**src/rtl/dice_roll_sequencer_pkg.sv**
```systemverilog
// Shared types and helpers for the dice roll sequencer.
// State encodings and the die side-count table.
package dice_roll_sequencer_pkg;

  typedef enum logic [2:0] {
    ST_IDLE   = 3'd0,
    ST_ARM    = 3'd1,
    ST_SPIN   = 3'd2,
    ST_SETTLE = 3'd3,
    ST_SHOW   = 3'd4
  } state_e;

  localparam int unsigned NUM_DICE = 7;

  // Side count per button index; 0 for an invalid index.
  function automatic logic [6:0] die_sides(input logic [2:0] idx);
    logic [6:0] s;
    case (idx)
      3'd0:    s = 7'd4;
      3'd1:    s = 7'd6;
      3'd2:    s = 7'd8;
      3'd3:    s = 7'd10;
      3'd4:    s = 7'd12;
      3'd5:    s = 7'd20;
      3'd6:    s = 7'd100;
      default: s = 7'd0;
    endcase
    return s;
  endfunction

  // Index of the lowest set bit; 0 when none set.
  function automatic logic [2:0] first_set(input logic [6:0] v);
    logic [2:0] idx;
    idx = '0;
    for (int i = 6; i >= 0; i--) begin
      if (v[i]) idx = 3'(i);
    end
    return idx;
  endfunction

endpackage

```
**src/rtl/dice_roll_sequencer_settle.sv**
```systemverilog
// Deceleration timer for the settle phase.
// Issues step requests at growing tick gaps.
module settle_timer
  import dice_roll_sequencer_pkg::*;
#(
  parameter int unsigned SETTLE_STEPS = 6,
  parameter int unsigned GAP_INC      = 1
) (
  input  logic clk,
  input  logic rst,
  input  logic start,
  input  logic tick,
  input  logic step_ack,
  output logic step_req,
  output logic done
);

  localparam logic [3:0] STEPS = 4'(SETTLE_STEPS);
  localparam logic [4:0] INC   = 5'(GAP_INC);

  logic [3:0] tick_cnt_q, tick_cnt_d;
  logic [3:0] gap_q, gap_d;
  logic [3:0] step_cnt_q, step_cnt_d;
  logic       req_q, req_d;
  logic       active_q, active_d;
  logic [4:0] gap_sum;

  assign step_req = req_q;
  assign done     = active_q & ~req_q & (step_cnt_q == STEPS);

  // Tick counting, step request issue and gap growth on acceptance.
  always_comb begin
    tick_cnt_d = tick_cnt_q;
    gap_d      = gap_q;
    step_cnt_d = step_cnt_q;
    req_d      = req_q;
    active_d   = active_q;
    gap_sum    = {1'b0, gap_q} + INC;
    if (start) begin
      tick_cnt_d = '0;
      gap_d      = 4'd1;
      step_cnt_d = '0;
      req_d      = 1'b0;
      active_d   = 1'b1;
    end else if (active_q) begin
      if (tick) tick_cnt_d = tick_cnt_q + 4'd1;
      if (req_q && step_ack) begin
        req_d      = 1'b0;
        step_cnt_d = step_cnt_q + 4'd1;
        gap_d      = (gap_sum > 5'd15) ? 4'd15 : gap_sum[3:0];
      end else if (!req_q && !done && tick_cnt_d == gap_q) begin
        req_d      = 1'b1;
        tick_cnt_d = '0;
      end
    end
  end

  // Timer state registers.
  always_ff @(posedge clk) begin
    if (rst) begin
      tick_cnt_q <= '0;
      gap_q      <= '0;
      step_cnt_q <= '0;
      req_q      <= 1'b0;
      active_q   <= 1'b0;
    end else begin
      tick_cnt_q <= tick_cnt_d;
      gap_q      <= gap_d;
      step_cnt_q <= step_cnt_d;
      req_q      <= req_d;
      active_q   <= active_d;
    end
  end

endmodule

```
**src/rtl/dice_roll_sequencer.sv**
```systemverilog
// Dice roll control FSM: load/step commands to the
// digit counter and display gating.
module dice_roll_sequencer
  import dice_roll_sequencer_pkg::*;
#(
  parameter int unsigned SETTLE_STEPS = 6,
  parameter int unsigned GAP_INC      = 1,
  parameter int unsigned SHOW_FLASH   = 1
) (
  input  logic       clk,
  input  logic       rst,
  input  logic       tick,
  input  logic [6:0] btn,
  input  logic       cmd_ready,
  output logic       cmd_load,
  output logic       cmd_step,
  output logic [6:0] cmd_sides,
  output logic       display_en,
  output logic       busy
);

  state_e     state_q, state_d;
  logic [6:0] btn_prev_q;
  logic [2:0] sel_q, sel_d;
  logic       load_q, load_d;
  logic       spin_q, spin_d;
  logic [6:0] sides_q, sides_d;
  logic       disp_q, disp_d;
  logic       busy_q, busy_d;

  logic [6:0] rise;
  logic [2:0] first;
  logic       held;
  logic       in_settle;
  logic       tmr_start;
  logic       tmr_req;
  logic       tmr_done;
  logic       tmr_ack;

  assign rise      = btn & ~btn_prev_q;
  assign first     = first_set(rise);
  assign held      = btn[sel_q];
  assign in_settle = (state_q == ST_SETTLE);
  assign tmr_ack   = in_settle & tmr_req & cmd_ready;

  assign cmd_load   = load_q;
  assign cmd_step   = spin_q | (in_settle & tmr_req);
  assign cmd_sides  = sides_q;
  assign display_en = disp_q;
  assign busy       = busy_q;

  settle_timer #(
    .SETTLE_STEPS (SETTLE_STEPS),
    .GAP_INC      (GAP_INC)
  ) u_settle (
    .clk      (clk),
    .rst      (rst),
    .start    (tmr_start),
    .tick     (tick & in_settle),
    .step_ack (tmr_ack),
    .step_req (tmr_req),
    .done     (tmr_done)
  );

  // Next state and registered output values.
  always_comb begin
    state_d   = state_q;
    sel_d     = sel_q;
    load_d    = load_q;
    spin_d    = spin_q;
    sides_d   = sides_q;
    disp_d    = disp_q;
    busy_d    = busy_q;
    tmr_start = 1'b0;
    case (state_q)
      ST_IDLE, ST_SHOW: begin
        load_d = 1'b0;
        spin_d = 1'b0;
        disp_d = 1'b1;
        busy_d = 1'b0;
        if (|rise) begin
          sel_d   = first;
          sides_d = die_sides(first);
          load_d  = 1'b1;
          busy_d  = 1'b1;
          state_d = ST_ARM;
        end
      end
      ST_ARM: begin
        if (cmd_ready) begin
          load_d = 1'b0;
          disp_d = 1'b0;
          if (held) begin
            spin_d  = 1'b1;
            state_d = ST_SPIN;
          end else begin
            tmr_start = 1'b1;
            state_d   = ST_SETTLE;
          end
        end
      end
      ST_SPIN: begin
        disp_d = 1'b0;
        if (!held) begin
          spin_d    = 1'b0;
          tmr_start = 1'b1;
          state_d   = ST_SETTLE;
        end
      end
      ST_SETTLE: begin
        if (tmr_done) begin
          disp_d  = 1'b1;
          busy_d  = 1'b0;
          state_d = ST_SHOW;
        end else if (tick) begin
          disp_d = (SHOW_FLASH != 0) ? ~disp_q : 1'b0;
        end
      end
      default: begin
        load_d  = 1'b0;
        spin_d  = 1'b0;
        disp_d  = 1'b1;
        busy_d  = 1'b0;
        state_d = ST_IDLE;
      end
    endcase
  end

  // Previous button levels for edge detect; follows btn through reset.
  always_ff @(posedge clk) begin
    btn_prev_q <= btn;
  end

  // FSM state and output registers.
  always_ff @(posedge clk) begin
    if (rst) begin
      state_q <= ST_IDLE;
      sel_q   <= '0;
      load_q  <= 1'b0;
      spin_q  <= 1'b0;
      sides_q <= '0;
      disp_q  <= 1'b1;
      busy_q  <= 1'b0;
    end else begin
      state_q <= state_d;
      sel_q   <= sel_d;
      load_q  <= load_d;
      spin_q  <= spin_d;
      sides_q <= sides_d;
      disp_q  <= disp_d;
      busy_q  <= busy_d;
    end
  end

endmodule
```
**config.mk**
```make
export PLATFORM = sky130hd
export DESIGN_NAME = dice_roll_sequencer
export DESIGN_NICKNAME = d
export VERILOG_FILES = /design/src/rtl/dice_roll_sequencer_pkg.sv /design/src/rtl/dice_roll_sequencer_settle.sv /design/src/rtl/dice_roll_sequencer.sv
export SDC_FILE = /design/constraint.sdc
export NUM_CORES = 1
export LEC_CHECK = 0
export CORE_MARGIN = 5
export CORE_UTILIZATION = 50
export CTS_CLUSTER_SIZE = 16
export DETAILED_ROUTE_END_ITERATION = 10
export PLACE_DENSITY = 0.75
export SYNTH_ARGS = -nofsm -noshare
export SYNTH_HDL_FRONTEND = slang
export SYNTH_SLANG_ARGS = --single-unit
```
**constraint.sdc**
```tcl
create_clock -name clk -period 1.9 [get_ports clk]
set_clock_uncertainty 0.05 [all_clocks]
set_input_delay 0.57 -clock clk [delete_from_list [all_inputs] [get_ports clk]]
set_output_delay 0.57 -clock clk [all_outputs]
set_load 0.01 [all_outputs]
```
==> summary.txt <==
Critical path class -> flip-flop to output pin
Share of layout cells above drive strength 1 -> 0.287
Post-synth top area cell -> dfxtp_1
Post-layout net count -> 283
Most frequent cell after synthesis -> dfxtp_1
IO Port Bufs -> 20
GRT overflow -> 0
Post-Route WL -> 4550 µm
GR Util met3 -> 0.0440
Final non-filler cell total -> 316
Primary FF master, synth -> dfxtp_1
Synthesized instance count -> 216
Clk buf depth -> 2
Fin. max-slew vios -> 0
Clock-pin slew on the worst setup and hold paths -> 0.08 ns
Finish-stage setup viols -> 0
Post-synth ARST share -> 0
Tmin final -> 1.86 ns
Most Crowded Layer GR -> met2
FP Rows -> 22
Sink Count -> 36
DR pass1 iterations -> 4
Core Region -> 3630 µm²
Initial antenna violation count -> 0
XOR/XNOR share of the synthesized area -> 0.0469
Final hold vios -> 0
N_diodes -> 0
Pin count of the biggest net entering global routing -> 14
Sequential fraction of the synthesis area -> 0.386
Adder-Cell Fraction of Synth Area -> 0.0335
Place WS -> -0.696 ns
Post-route ant nets -> 0
Synth-to-Final Area Change -> 35.4%
Syn_area_per_cell -> 8.65 µm²
Top cell type's share of synthesized area -> 0.386
FMAX -> 537 MHz
Top post-synthesis cells by area -> dfxtp_1, nand2b_1, a21oi_1
Simple-gate portion of the synthesized area -> 0.254
Post-synthesis mux area share -> 0.0509
Met2 Usage GRT -> 0.305
Critical path data arrival time -> 1.24 ns
Wire length per cell -> 14.4 µm
H-tree levels -> 2
Vias in the first global route -> 1659
Root buffer cell -> clkbuf_8
DRT iter0 DRCs -> 79
Worst min path class -> input port to flip-flop
Die Span X -> 71.1 µm
Max-Cap Viols -> 0
Number of flops mapped to enable cells by yosys -> 0
Post-synth top cells -> dfxtp_1, nor2_1, a21oi_1, nand2_1, nand2b_1
Syn Nets -> 232
Post-route clock period utilization -> 0.980
Core Util, Final -> 0.697
Die area -> 5060 µm²
Distinct cell type count after synthesis -> 51
Power per Cell Area -> 1040 nW/µm²
DR vias -> 1676
Post-Syn Area -> 1870 µm²
WP data required -> 1.28 ns
Placed Cells -> 307
IO Count -> 22
Final setup TNS -> 0 ns
Status -> finished, final reports clean
Initial Utilization -> 0.514
Global-route wire length before repair -> 7610 µm
CTS tree -> done
Number of synthesized register bits -> 36
Leak pwr -> 1.00 nW
Final setup margin -> 0.0375 ns
Die Ht -> 71.1 µm
Hold Buf Count CTS -> 0
RePlAce Congestion -> 0.799
Setup crit end kind -> output pin
Synth warn -> 0
Worst hold slack -> 0.359 ns
CP max FO -> 4
Cts bufs inserted -> 5
Skew-Pair Late Insertion Delay -> 0.29 ns
Startpoint Class -> flip-flop
Complex-gate fraction of the synthesized area -> 0.176
All-Layer GR Usage -> 0.187
Max VDD drop -> 0.000675 V
DRC -> 0
Met1 usage -> 0.244
DR vias/cell -> 5.30
Largest family of logic cells by synthesized area -> simple AND/OR/NAND/NOR gates
Unrepaired setup endpoints after global routing -> true
Post-DP HPWL -> 3280 µm
cells in the final DEF (no fill, tap or decap), types with 2 or more instances in the layout:
master	Yosys	routed
a211oi_1	4	4
a21o_1	2	2
a21oi_1	16	14
buf_4	2	32
clkbuf_2	1	7
clkbuf_8	0	5
clkdlybuf4s15_1	0	2
clkdlybuf4s50_1	0	11
dfxtp_1	36	28
dfxtp_2	0	7
ha_1	5	4
inv_1	10	10
mux2i_1	5	5
nand2_1	15	12
nand2_2	0	2
nand2b_1	14	14
nand3_1	5	5
nand3b_1	4	4
nand4_1	3	3
nor2_1	18	15
nor2_2	0	2
nor2b_1	6	6
nor3_1	8	8
nor3b_1	2	2
o2111ai_2	0	2
o21ai_0	10	6
o21ai_1	0	4
o31a_1	2	2
or3_1	3	2
xnor2_1	3	3
xor2_1	7	7
flip-flops by register name, indices dropped and copies added (netlist names):
| register | count |
|---|---|
| cmd_load | 1 |
| btn_prev_q | 7 |
| display_en | 1 |
| cmd_sides | 5 |
| state_q | 3 |
| u_settle.step_cnt_q | 4 |
| u_settle.step_req | 1 |
| busy | 1 |
| u_settle.tick_cnt_q | 4 |
| u_settle.active_q | 1 |
| spin_q | 1 |
| sel_q | 3 |
| u_settle.gap_q | 4 |
through the flow:
step,total power [mW],area (µm²)
after floorplan,1.45,1870
after global placement,1.83,2330
after detailed placement,1.85,2330
after CTS,2.57,2490
after global routing,2.76,2530
final,2.62,2530
repair_timing:
item | 4_1_cts | 5_1_grt
buffers inserted | 1 | 1
pin swaps | 11 | 4
gates resized for setup | 30 | 31
setup endpoints to repair | 26 | 17
cell families after synthesis:
group	count (synthesis)
buf+inv	20
flops	36
xor+xnor	10
simple gates	87
other cells	1
mux	7
fa+ha+maj	5
compound gates	50
final cells by class:
class                           instances  area [µm²]
Clock buffer                            6        72.6
Clock inverter                          2        35.0
Fill cell                             299        1100
Inverter                               10        37.5
Multi-Input combinational cell        160        1160
Sequential cell                        36         733
Tap cell                               48        60.1
Timing Repair Buffer                   54         437
worst max-delay path, stage by stage, from the launching register on:
cell,delay (ns)
dfxtp_2,0.35
and3b_1,0.19
a21o_1,0.18
clkdlybuf4s15_1,0.22
metal layers:
metal / up-vias / wire length (µm)
li1: 873 / -
met1: 771 / 2160
met2: 28 / 2150
met3: 4 / 190
met4: 0 / 51
met5: - / 0
report_power, final:
part           switching (mW)  total, mW  leakage [nW]  internal (mW)
clock network           0.273      0.663        0.0552          0.389
registers              0.0864      0.948         0.299          0.862
logic                   0.492       1.01         0.648          0.521
final timing paths:
path | from | endpoint | slack [ns] | cells after the start
worst max-delay path | state_q[2] | cmd_step | 0.04 | 3
worst min-delay path | btn[6] | btn_prev_q[6] | 0.36 | 1
worst max register to register | state_q[2] | u_settle.tick_cnt_q[2] | 0.10 | 6
worst min register to register | cmd_sides[1] | cmd_sides[1] | 0.41 | 2
(Power assumes the default switching activity.)
